$ cat config.mk
export PLATFORM = sky130hd
export DESIGN_NAME = sc_bi_stream_counter_flat
export DESIGN_NICKNAME = d
export VERILOG_FILES = /design/src/rtl/sc_bi_stream_counter_if.sv /design/src/rtl/sc_bi_stream_counter.sv /design/src/flat_wrapper.sv
export SDC_FILE = /design/constraint.sdc
export NUM_CORES = 1
export LEC_CHECK = 0
export CAP_MARGIN = 20
export CORE_MARGIN = 2
export CORE_UTILIZATION = 47
export CTS_BUF_LIST = sky130_fd_sc_hd__clkbuf_4
export DETAILED_ROUTE_END_ITERATION = 8
export MAX_ROUTING_LAYER = met4
export PLACE_DENSITY = 0.78
export SYNTH_ARGS = -nofsm -noshare
export SYNTH_HDL_FRONTEND = slang
export SYNTH_SLANG_ARGS = --single-unit
$ cat constraint.sdc
create_clock -name clk -period 2.1 [get_ports clk]
set_clock_uncertainty 0.15 [all_clocks]
set_input_delay 0.21 -clock clk [delete_from_list [all_inputs] [get_ports clk]]
set_output_delay 0.21 -clock clk [all_outputs]
set_load 0.1 [all_outputs]
$ cat src/rtl/sc_bi_stream_counter_if.sv
// ----------------------------------------------------------------------------
// sc_bi_stream_counter_if
//
// Handshake and data bundle between a bipolar stochastic stream producer and
// the sc_bi_stream_counter block.
//
//   start     producer -> counter  open a conversion window (ignored while busy)
//   in_valid  producer -> counter  bit_in carries a sample this cycle
//   bit_in    producer -> counter  bipolar stream bit (1 -> +1, 0 -> -1)
//   clear     producer -> counter  synchronous abort of the open window
//   busy      counter -> producer  a window is open
//   out_valid counter -> producer  one-cycle pulse, result is fresh
//   result    counter -> producer  signed 2*ones - N, held until next pulse
// ----------------------------------------------------------------------------
interface sc_bi_stream_counter_if #(
  parameter int WIDTH = 8
);
  logic                    start;
  logic                    in_valid;
  logic                    bit_in;
  logic                    clear;
  logic                    busy;
  logic                    out_valid;
  logic signed [WIDTH+1:0] result;

  modport master (
    output start, in_valid, bit_in, clear,
    input  busy, out_valid, result
  );

  modport slave (
    input  start, in_valid, bit_in, clear,
    output busy, out_valid, result
  );
endinterface

$ cat src/rtl/sc_bi_stream_counter.sv
// ----------------------------------------------------------------------------
// sc_bi_stream_counter
//
// Converts a serial bipolar stochastic stream back to a signed binary value.
// A start pulse opens a window of N = 2**WIDTH accepted samples; the number
// of ones is counted and, one cycle after the N-th sample, out_valid pulses
// with result = 2*ones - N (range -N..+N).
//
// Ports:
//   clk    rising-edge clock
//   rst_n  asynchronous active-low reset
//   bus    sc_bi_stream_counter_if.slave (start, in_valid, bit_in, clear in;
//          busy, out_valid, result out)
// ----------------------------------------------------------------------------
module sc_bi_stream_counter #(
  parameter int WIDTH = 8
) (
  input  logic                   clk,
  input  logic                   rst_n,
  sc_bi_stream_counter_if.slave  bus
);

  localparam logic [0:0] ST_IDLE  = 1'b0;
  localparam logic [0:0] ST_COUNT = 1'b1;

  // Sample index of the final sample in a window (N-1).
  localparam logic [WIDTH-1:0] CNT_LAST = '1;
  // Window length N expressed in the result width.
  localparam logic [WIDTH+1:0] N_EXT    = (WIDTH+2)'(1) << WIDTH;

  logic [0:0]              state_q, state_d;
  logic [WIDTH:0]          ones_q, ones_d;
  logic [WIDTH-1:0]        cnt_q, cnt_d;
  logic                    out_valid_q, out_valid_d;
  logic signed [WIDTH+1:0] result_q, result_d;

  logic [WIDTH:0]          ones_inc;
  logic [WIDTH+1:0]        ones_x2;

  // Ones count including the sample offered this cycle; the last sample of
  // the window must contribute to the result computed in the same cycle.
  assign ones_inc = ones_q + {{WIDTH{1'b0}}, bus.bit_in};
  assign ones_x2  = {ones_inc, 1'b0};

  // NOTE: every signal assigned here gets a default first so no path leaves
  // it unassigned, which would otherwise infer a latch.
  always_comb begin
    state_d     = state_q;
    ones_d      = ones_q;
    cnt_d       = cnt_q;
    out_valid_d = 1'b0;
    result_d    = result_q;

    if (bus.clear) begin
      // Abort wins over everything; result keeps the last completed value.
      state_d = ST_IDLE;
      ones_d  = '0;
      cnt_d   = '0;
    end else begin
      case (state_q)
        ST_IDLE: begin
          if (bus.start) begin
            state_d = ST_COUNT;
            ones_d  = '0;
            cnt_d   = '0;
          end
        end
        ST_COUNT: begin
          if (bus.in_valid) begin
            ones_d = ones_inc;
            if (cnt_q == CNT_LAST) begin
              // Window complete: publish and return to IDLE so a start in
              // the out_valid cycle is honoured.
              cnt_d       = '0;
              out_valid_d = 1'b1;
              result_d    = $signed(ones_x2 - N_EXT);
              state_d     = ST_IDLE;
            end else begin
              cnt_d = cnt_q + 1'b1;
            end
          end
        end
        default: state_d = ST_IDLE;
      endcase
    end
  end

  // NOTE: state registers use non-blocking assignments so every flop samples
  // the values from before the edge, independent of statement order.
  always_ff @(posedge clk or negedge rst_n) begin
    if (!rst_n) begin
      state_q     <= ST_IDLE;
      ones_q      <= '0;
      cnt_q       <= '0;
      out_valid_q <= 1'b0;
      result_q    <= '0;
    end else begin
      state_q     <= state_d;
      ones_q      <= ones_d;
      cnt_q       <= cnt_d;
      out_valid_q <= out_valid_d;
      result_q    <= result_d;
    end
  end

  assign bus.busy      = (state_q == ST_COUNT);
  assign bus.out_valid = out_valid_q;
  assign bus.result    = result_q;

endmodule

$ cat src/flat_wrapper.sv
// flat-port wrapper written by rule: the top's interface ports become plain ports
module sc_bi_stream_counter_flat 
#(
  parameter int WIDTH = 8
)
  (clk, rst_n, bus_start, bus_in_valid, bus_bit_in, bus_clear, bus_busy, bus_out_valid, bus_result);
  sc_bi_stream_counter_if #(.WIDTH(WIDTH)) bus_i ();
  input  logic clk;
  input  logic rst_n;
  input wire logic [$bits(bus_i.start)-1:0] bus_start;
  input wire logic [$bits(bus_i.in_valid)-1:0] bus_in_valid;
  input wire logic [$bits(bus_i.bit_in)-1:0] bus_bit_in;
  input wire logic [$bits(bus_i.clear)-1:0] bus_clear;
  output wire logic [$bits(bus_i.busy)-1:0] bus_busy;
  output wire logic [$bits(bus_i.out_valid)-1:0] bus_out_valid;
  output wire logic [$bits(bus_i.result)-1:0] bus_result;
  assign bus_i.start = bus_start;
  assign bus_i.in_valid = bus_in_valid;
  assign bus_i.bit_in = bus_bit_in;
  assign bus_i.clear = bus_clear;
  assign bus_busy = bus_i.busy;
  assign bus_out_valid = bus_i.out_valid;
  assign bus_result = bus_i.result;
  sc_bi_stream_counter #(.WIDTH(WIDTH)) u_core (.clk(clk), .rst_n(rst_n), .bus(bus_i));
endmodule
==> results.md <==
- Result of the run: finished clean
- Worst-case register-to-register setup slack: 0.25 ns
- Combinational Power Share: 8.7%
- Fraction of power consumed by sequential logic: 55.8%
- Total track usage: 18.44%
- Post-CTS setup buffer count: 0
- Number of I/O pins: 18
- Final cycle utilization of the critical path: 88.19%
- Total inserted antenna cells: 0
- Root Buffer Master: clkbuf_4
- Portion of synthesized cell area occupied by the leading cell type: 47.46%
- Count of nets left with antenna violations after detail routing: 0
- Setup repair after global routing missed its margin: false
- Clock transition at the register clock pins on the worst setup and hold paths after CTS: 0.14 ns
- Number of cells after detailed placement: 210
- Die span in x: 60.05 um
- Antenna violations before repair: 0
- Number of synthesized flops with an enable pin: 0
- Number of cells upsized or downsized after cts: 0
- Number of hold buffers added after cts: 0
- Critical path arrival: 1.94 ns
- Global-route wire length before repair: 4.836 mm
- Max-cap violations: 0
- Chip Height: 60.05 um
- Maximum number of pins on one net before global-route repair: 29
- Element type at the critical path end: flop
- Per-instance average area after synthesis: 9.778 um2
- Post-Route M1 WL: 1.254 mm
- Areal power density over the cells: 565.5 nW/um2
- Last weighted congestion value of the routability-driven placer: 0.8279
- Vias per Instance: 5.565
- Most used standard cell by instance count after synthesis: dfrtp_1
- Final Cell Area: 1737 um2
- Detailed-routed wire length on met3: 122 um
- Async set-reset flop share out of synthesis: 100.0%
- Fill cells: 269
- Synthesized instance count: 151
- Number of placement rows: 20
- Summed negative setup slack over all endpoints: 0 ns
- Total of warnings raised by yosys: 0
- Critical path destination: u_core.bus.result[8]$_DFFE_PN0P_
- Distinct cell type count after synthesis: 43
- Number of input and output port buffers inserted: 16
- Area Overhead vs Synth: 17.63%
- Die area: 3605 um2
- Total via count after detailed routing: 1191
- Startpoint type of the worst setup path: flop
- Internal portion of total power: 766.2 uW
- Count of endpoints failing hold in the final timing report: 0
- Layout cells sized above 1: 20.59%
- Vias in the first global route: 1126
- Clock sink total: 28
- Met2 routed WL: 1.415 mm
- Initial Utilization: 48.76%
- Critical path fanouts, max: 17
- Starting DRT DRC Count: 47
- Worst setup path startpoint: u_core.cnt_q[0]$_DFFE_PN0P_
- Final wirelength: 2.844 mm
- Count of H-tree levels built during CTS: 1
- Cell leakage power: 0.0007839 uW
- Min-delay worst type: primary input to async pin
- Layout Utilization: 57.36%
- Maximum resistive drop on vdd: 0.0004922 V
- Ranking of synthesized cells by instance count: 28 x dfrtp_1, 15 x nor2_1, 10 x a21oi_1, 10 x nand2_1, 10 x o21ai_0
- Share of total power in the clock network: 35.5%
- FF-to-FF End: u_core.bus.result[8]$_DFFE_PN0P_
- Top cells by area in the synthesized netlist: dfrtp_1 47%, nor2_1 3.8%, xor2_1 3.6%, a21oi_1 3.4%, o21ai_0 3.4%
- Cell area after synthesis: 1476 um2
- Data required, critical path: 2.18 ns
- TritonCTS clock tree: done
- Average routed wire per standard cell: 13.29 um
- Pins Over Slew Limit: 0
- Reg2reg path depth: 6
- Fraction of power spent switching nets: 21.97%
- Switch Pwr: 215.8 uW
- Synthesized netlist net count: 160
- Final cell count without fillers: 214
- HPWL Detailed: 2.052 mm
- Largest area contributor in the netlist: dfrtp_1
- Seq/Total Area, Yosys: 47.46%
- Total Nets Final: 180
- Worst setup path category: flop to flop
- Fin crit period: 1.852 ns
- Number of buffers on the longest clock path: 2
- Most instantiated flip-flop cell in the synthesis netlist: dfrtp_1
- Drc violations: 0
- Clock Latency Late Sink: 0.32 ns
- DR top layer: met4
- First-pass DRT Iterations: 4
- Floorplan core area: 3028 um2
- Post-DP Area: 1684 um2
- Final setup fails: 0
- Number of buffers created by CTS: 3
- Highest clock rate: 0.5400 GHz
- Global-route congestion overflow total: 0
- Total of flip-flops plus latches after synthesis: 28
- RR Startpoint: u_core.cnt_q[0]$_DFFE_PN0P_
-- cells in the final DEF, fill, tap and decap left out, drive strengths merged, types with 2 or more instances in the layout --
| master | n |
|---|---|
| nor2b | 2 |
| dfrtp | 28 |
| nand3 | 6 |
| clkdlybuf4s50 | 5 |
| nand4 | 4 |
| a31oi | 2 |
| a31o | 3 |
| mux2 | 2 |
| nand2 | 10 |
| o31ai | 4 |
| inv | 4 |
| clkbuf | 3 |
| o21ai | 11 |
| ha | 3 |
| nand2b | 2 |
| nor2 | 15 |
| a22o | 2 |
| a21oi | 12 |
| nor4 | 2 |
| buf | 20 |
| and3 | 3 |
| o22ai | 4 |
| xor2 | 6 |
| xnor2 | 3 |
-- worst max-delay path, cell delays in order, from the launching register on --
cell and delay, ns:
dfrtp_1 0.42, ha_1 0.23, nand3_4 0.13, nor4_4 0.39
buf_12 0.19, nor2b_1 0.05, a31o_2 0.20
-- metal layers --
layer | GRT usage, % | vias to the layer above
met2 | 32.14 | 45
met4 | 5.714 | 0
met3 | 4.762 | 10
met5 | - | -
li1 | - | 573
met1 | 20.50 | 563
-- worst min-delay path by stage --
stage                                       end  cells past startpoint                          from  slack, ns
2_1_floorplan         u_core.bus.busy$_DFF_PN0_                      0                         rst_n      -0.24
3_3_place_gp       u_core.ones_q[8]$_DFFE_PN0P_                      1  u_core.ones_q[8]$_DFFE_PN0P_       0.32
3_5_place_dp       u_core.ones_q[8]$_DFFE_PN0P_                      1  u_core.ones_q[8]$_DFFE_PN0P_       0.35
4_1_cts        u_core.bus.result[4]$_DFFE_PN0P_                      2                         rst_n       0.10
5_1_grt        u_core.bus.result[3]$_DFFE_PN0P_                      2                         rst_n        0.1
6_report       u_core.bus.result[4]$_DFFE_PN0P_                      2                         rst_n        0.1
-- stage by stage --
stage	worst slack (ns)	total power (uW)	hold slack, ns
after floorplan	0.05670	609.3	-0.2356
after global placement	0.09576	641.6	0.3247
after detailed placement	0.03996	644.4	0.3477
after CTS	0.2530	993.3	0.1004
after global routing	0.1685	1025	0.09820
final	0.2481	982.0	0.09543
-- flip-flops by register name, indices dropped and copies added, names as in the netlist --
name and cells:
u_core.bus.result 9, u_core.ones_q 9, u_core.bus.busy 1, u_core.bus.out_valid 1, u_core.cnt_q 8
-- power by group through the flow --
stage	combinational, uW	clock (uW)	sequential (uW)
finish	85.7	348	548
global route	94.1	382	549
CTS	87.1	358	548
detailed placement	86.4	0	558
global placement	84.2	0	557
floorplan	44.5	0	565
-- cells by family after synthesis --
family,count (synthesis),synth area share (%)
multiplexers,2,1.525
other,1,0.2540
adder cells (fa/ha/maj),3,2.543
AO/OA/AOI/OAI,42,18.14
buffers and inverters,14,5.169
XOR/XNOR,9,5.339
AND/OR/NAND/NOR,52,19.58
flip-flops,28,47.46
-- cell type report --
cell class	count	area, um2	area share, %
Timing Repair Buffer	25	212.7	12.25
Clock buffer	3	22.52	1.297
Clock inverter	1	30.03	1.729
Sequential cell	28	701.9	40.42
Multi-Input combinational cell	109	699.4	40.27
Tap cell	44	55.05	3.170
Inverter	4	15.01	0.8646
No activity file was read; power rests on OpenSTA's default activity.
==> RTL edit 1: new RTL, config.mk and constraints unchanged <==
`WIDTH` is set to 8 in 3 places; all go to 7.
--- a/src/rtl/sc_bi_stream_counter_if.sv
+++ b/src/rtl/sc_bi_stream_counter_if.sv
@@ -14,5 +14,5 @@
 // ----------------------------------------------------------------------------
 interface sc_bi_stream_counter_if #(
-  parameter int WIDTH = 8
+  parameter int WIDTH = 7
 );
   logic                    start;
--- a/src/rtl/sc_bi_stream_counter.sv
+++ b/src/rtl/sc_bi_stream_counter.sv
@@ -14,5 +14,5 @@
 // ----------------------------------------------------------------------------
 module sc_bi_stream_counter #(
-  parameter int WIDTH = 8
+  parameter int WIDTH = 7
 ) (
   input  logic                   clk,
--- a/src/flat_wrapper.sv
+++ b/src/flat_wrapper.sv
@@ -2,5 +2,5 @@
 module sc_bi_stream_counter_flat 
 #(
-  parameter int WIDTH = 8
+  parameter int WIDTH = 7
 )
   (clk, rst_n, bus_start, bus_in_valid, bus_bit_in, bus_clear, bus_busy, bus_out_valid, bus_result);
Ports: changed (resized bus_result); port bits go from 18 to 17. No check against the original RTL was run, so the function may have changed too.
==> RTL edit 1 against the unedited design <==
Sequential cell count shrank 3; total power shrank 20%; synthesized cell count shrank 21%; die area shrank 13%; non-clock buffer count shrank 2; sequential share of layout area grew 1.7 points; via count shrank 19%; setup slack lost 51 ps; wire length shrank 19%; final area shrank 14%; area after synthesis shrank 14%; hold slack lost 20 ps; critical path type unchanged.
==> RTL edit 1: results (changes against the unedited design) <==
.. list-table::
   :header-rows: 1

   * - Metric
     - Value
   * - Run status
     - completed (unchanged)
   * - Pleak
     - 0.706 nW (was 0.784 nW)
   * - Inverter count of the layout excluding clock inverters
     - 1 (was 4)
   * - Met1 layer usage reported by global route
     - 19.1% (was 20.5%)
   * - Number of placed instances with taps included
     - 168 (was 210)
   * - Crit Reg-Reg Endpoint
     - u_core.bus.result[7] (was u_core.bus.result[8])
   * - Clock net power
     - 0.228 mW (was 0.348 mW)
   * - Maximum clock rate
     - 525 MHz (was 540 MHz)
   * - GP Congestion
     - 0.825 (was 0.828)
   * - Register bit total from synthesis
     - 25 (was 28)
   * - Most common library cells after synthesis
     - sky130_fd_sc_hd__dfrtp_1, sky130_fd_sc_hd__nand2_1, sky130_fd_sc_hd__nor2_1 (was sky130_fd_sc_hd__dfrtp_1, sky130_fd_sc_hd__nor2_1, sky130_fd_sc_hd__a21oi_1, sky130_fd_sc_hd__nand2_1, sky130_fd_sc_hd__o21ai_0)
   * - Xor-xnor portion of the synthesized cell area
     - 4.84% (was 5.34%)
   * - Layout Cell Area excl Fill
     - 1490 um^2 (was 1740 um^2)
   * - Combinational Power Share
     - 9.2% (was 8.7%)
   * - Synthesized area per cell
     - 10.6 um^2 (was 9.78 um^2)
   * - Final-layout fill cell count
     - 222 (was 269)
   * - Multi-input combinational area share
     - 40.6% (was 40.3%)
   * - Total number of vias
     - 964 (was 1191)
   * - Post-synthesis compound-gate area fraction
     - 17.7% (was 18.1%)
   * - DPL Wire Length
     - 1760 um (was 2050 um)
   * - Register share of the cell area
     - 42.1% (was 40.4%)
   * - Post-layout total power
     - 0.790 mW (was 0.982 mW)
   * - Comb_multi_in
     - 89 (was 109)
   * - Met2 capacity usage during global routing
     - 29.3% (was 32.1%)
   * - Total internal power
     - 0.597 mW (was 0.766 mW)
   * - Synth cell types
     - 37 (was 43)
   * - Average wire length per cell after detail routing
     - 13.4 um (was 13.3 um)
   * - Worst-path fanout max
     - 5 (was 17)
   * - Layout buffer count excluding clock buffers
     - 23 (was 25)
   * - Total of clock buffers placed in the layout
     - 4 (was 3)
   * - Met2 wire length
     - 1160 um (was 1420 um)
   * - Final nets
     - 153 (was 180)
   * - Register area share after synthesis
     - 49.4% (was 47.5%)
   * - Quantity of I/O buffers inserted on ports
     - 15 (was 16)
## RTL edit 1: cell count changes in the layout (fill, tap and decap cells not counted), moves of 3 or more
cell	unedited run	this run
sky130_fd_sc_hd__a31o_2	3	0
sky130_fd_sc_hd__dfrtp_1	27	24
sky130_fd_sc_hd__inv_1	4	1
sky130_fd_sc_hd__nand4_1	4	1
sky130_fd_sc_hd__nor2_1	15	11
sky130_fd_sc_hd__o22ai_1	4	0
## RTL edit 1: worst min-delay path by stage
stage,cells past startpoint,startpoint,to
2_1_floorplan,0,rst_n,u_core.bus.busy
3_3_place_gp,1,u_core.bus.result[1],u_core.bus.result[1]
3_5_place_dp,1,u_core.bus.result[1],u_core.bus.result[1]
4_1_cts,2,rst_n,u_core.bus.result[3]
5_1_grt,2,rst_n,u_core.bus.result[3]
6_report,2,rst_n,u_core.bus.result[3]
==> RTL edit 2: new RTL, same settings <==
Without the edit above. Make the reset (`rst_n`) synchronous in one clocked block. Comments in the files are not updated.
--- a/src/rtl/sc_bi_stream_counter.sv
+++ b/src/rtl/sc_bi_stream_counter.sv
@@ -88,5 +88,5 @@
   // NOTE: state registers use non-blocking assignments so every flop samples
   // the values from before the edge, independent of statement order.
-  always_ff @(posedge clk or negedge rst_n) begin
+  always_ff @(posedge clk) begin
     if (!rst_n) begin
       state_q     <= ST_IDLE;
Check against the original RTL: differs if rst_n is asserted again (counterexample within 4 cycles, from zero or initial values and one cycle with rst_n low); with rst_n held inactive, the same outputs for 10 cycles.
==> RTL edit 2 against the unedited design <==
The run now ends with DRC left; sequential power is 2% lower; setup slack worse by 64 ps; synthesized cell count is 7.3% higher; highest routed layer unchanged; final area is 4.9% lower; sequential cell count stayed put; total power is 17% lower; wire length is 4.5% higher; area after synthesis is 4.2% lower; via count is 5.5% higher.
==> RTL edit 2: results (changes against the unedited design) <==
.. list-table::
   :header-rows: 1

   * - Metric
     - Value
   * - Arrival time at the worst endpoint
     - 1990 ps (was 1940 ps)
   * - Pre-Repair DR Iteration Count
     - 6 (was 4)
   * - Launching point of the worst reg2reg path
     - u_core.cnt_q[0] (unchanged)
   * - Run status
     - finished with violations (was completed)
   * - Switching part of the total
     - 23.9% (was 22.0%)
   * - Flop pwr share
     - 65.4% (was 55.8%)
   * - DPL Wire Length
     - 2240 um (was 2050 um)
   * - Clock net power
     - 0.214 mW (was 0.348 mW)
   * - P_sw
     - 0.196 mW (was 0.216 mW)
   * - Async set-or-reset flop fraction in the synthesized netlist
     - 0% (was 100%)
   * - Pin count of the biggest net entering global routing
     - 17 (was 29)
   * - Via count of the first global-routing pass
     - 1143 (was 1126)
   * - Top area cells in the synthesized netlist
     - sky130_fd_sc_hd__dfxtp_1, sky130_fd_sc_hd__nor2_1, sky130_fd_sc_hd__a21oi_1 (was sky130_fd_sc_hd__dfrtp_1, sky130_fd_sc_hd__nor2_1, sky130_fd_sc_hd__xor2_1)
   * - Total number of vias
     - 1257 (was 1191)
   * - Number of design rule violations left after detail routing
     - 3 (was 0)
   * - Crit Reg-Reg Endpoint
     - u_core.bus.result[1] (was u_core.bus.result[8])
   * - Pleak
     - 0.586 nW (was 0.784 nW)
   * - Worst-path fanout max
     - 16 (was 17)
   * - Final nets
     - 193 (was 180)
   * - Kind of path behind the tightest hold check
     - flop to flop (was input pin to asynchronous set/reset pin)
   * - GRT Resource Usage Total
     - 19.9% (was 18.4%)
   * - Slowest-stage cell, CP
     - sky130_fd_sc_hd__dfxtp_1 (was sky130_fd_sc_hd__dfrtp_1)
   * - First-pass GRT wire length
     - 5250 um (was 4840 um)
   * - Worst voltage drop across the vdd grid
     - 0.442 mV (was 0.492 mV)
   * - Synthesized netlist net count
     - 171 (was 160)
   * - Reg2Reg Setup Slack
     - 180 ps (was 250 ps)
   * - GP Congestion
     - 0.846 (was 0.828)
   * - Cell taking the most area after synthesis
     - sky130_fd_sc_hd__dfxtp_1 (was sky130_fd_sc_hd__dfrtp_1)
   * - Crit-path max cell delay
     - 440 ps (was 420 ps)
   * - Post-Place Setup Slack
     - -3.15 ps (was 40.0 ps)
   * - Register area share after synthesis
     - 39.6% (was 47.5%)
   * - Synth cell types
     - 48 (was 43)
   * - Cell area reported after detailed placement
     - 1630 um^2 (was 1680 um^2)
   * - First-iteration detailed-routing DRC count
     - 56 (was 47)
   * - Most common library cells after synthesis
     - sky130_fd_sc_hd__dfxtp_1, sky130_fd_sc_hd__nor2_1, sky130_fd_sc_hd__a21oi_1, sky130_fd_sc_hd__o21ai_0, sky130_fd_sc_hd__nand2_1 (was sky130_fd_sc_hd__dfrtp_1, sky130_fd_sc_hd__nor2_1, sky130_fd_sc_hd__a21oi_1, sky130_fd_sc_hd__nand2_1, sky130_fd_sc_hd__o21ai_0)
   * - Average wire length per cell after detail routing
     - 14.0 um (was 13.3 um)
   * - Violations in the final reports
     - DRC
-- RTL edit 2: changes by cell type after synthesis, moves of 3 or more --
cell                       delta
sky130_fd_sc_hd__o31ai_1      -4
sky130_fd_sc_hd__a211oi_2     +3
sky130_fd_sc_hd__o22ai_1      -4
sky130_fd_sc_hd__mux2i_1      +3
sky130_fd_sc_hd__a211oi_1     +3
sky130_fd_sc_hd__a22oi_1      +3
sky130_fd_sc_hd__dfxtp_1     +28
sky130_fd_sc_hd__nor3_1       +5
sky130_fd_sc_hd__xor2_1       -4
sky130_fd_sc_hd__dfrtp_1     -28
sky130_fd_sc_hd__a31o_2       -3
-- RTL edit 2: worst max-delay path by stage --
| stage | slack [ps] | from | cells past startpoint | end |
|---|---|---|---|---|
| CTS | 190 | u_core.cnt_q[0] | 6 | u_core.bus.result[1] |
| global route | 100 | u_core.cnt_q[0] | 6 | u_core.bus.result[1] |
| finish | 180 | u_core.cnt_q[0] | 6 | u_core.bus.result[1] |
| detailed placement | -3 | bus_bit_in | 7 | u_core.bus.result[9] |
| global placement | 30 | bus_bit_in | 6 | u_core.bus.result[9] |
| floorplan | 130 | u_core.bus.busy | 5 | u_core.bus.result[3] |
-- RTL edit 2: logic make-up (layout without fill, tap and decap cells) --
group | Yosys count | count (layout) | synth area share, %
AOI/OAI and AO/OA | 47 | 47 | 22.8
xor gates and xnor gates | 5 | 5 | 3.10
adders and majority gates | 3 | 3 | 2.65
buffers and inverters | 14 | 34 | 4.86
DFF | 28 | 28 | 39.6
muxes | 4 | 4 | 2.92
other | 1 | 1 | 0.265
and+or+nand+nor | 60 | 60 | 23.8
-- RTL edit 2: cell type report --
cell class / instances / area, um^2
multi-input cells: 120 / 786
clock buffers: 3 / 22.5
inverters: 4 / 15.0
flip-flops and latches: 28 / 562
fillers: 258 / 1150
well taps: 31 / 38.8
repair buffers: 27 / 228
-- RTL edit 2: critical path: cells and delay by family (launching register included) --
family	cells	cell delay, ps
buffers and inverters	1	190
DFF	1	440
and+or+nand+nor	3	570
adders and majority gates	1	250
muxes	1	220
-- RTL edit 2: layer usage --
metal | global-route usage (%) | up-vias | wire, um
li1 | - | 632 | -
met1 | 26.6 | 590 | 1430
met2 | 31.6 | 31 | 1350
met3 | 2.86 | 4 | 154
met4 | 5.19 | 0 | 35
met5 | - | - | 0
-- RTL edit 2: through the flow --
step                      std cells  setup TNS (ps)  hold WS, ps  utilization, %
after global placement          210               0          312            58.1
final                           213               0          349            58.9
after floorplan                 162               0          212               -
after CTS                       213               0          358            58.9
after global routing            213               0          381            58.9
after detailed placement        210           -3.15          338            58.1
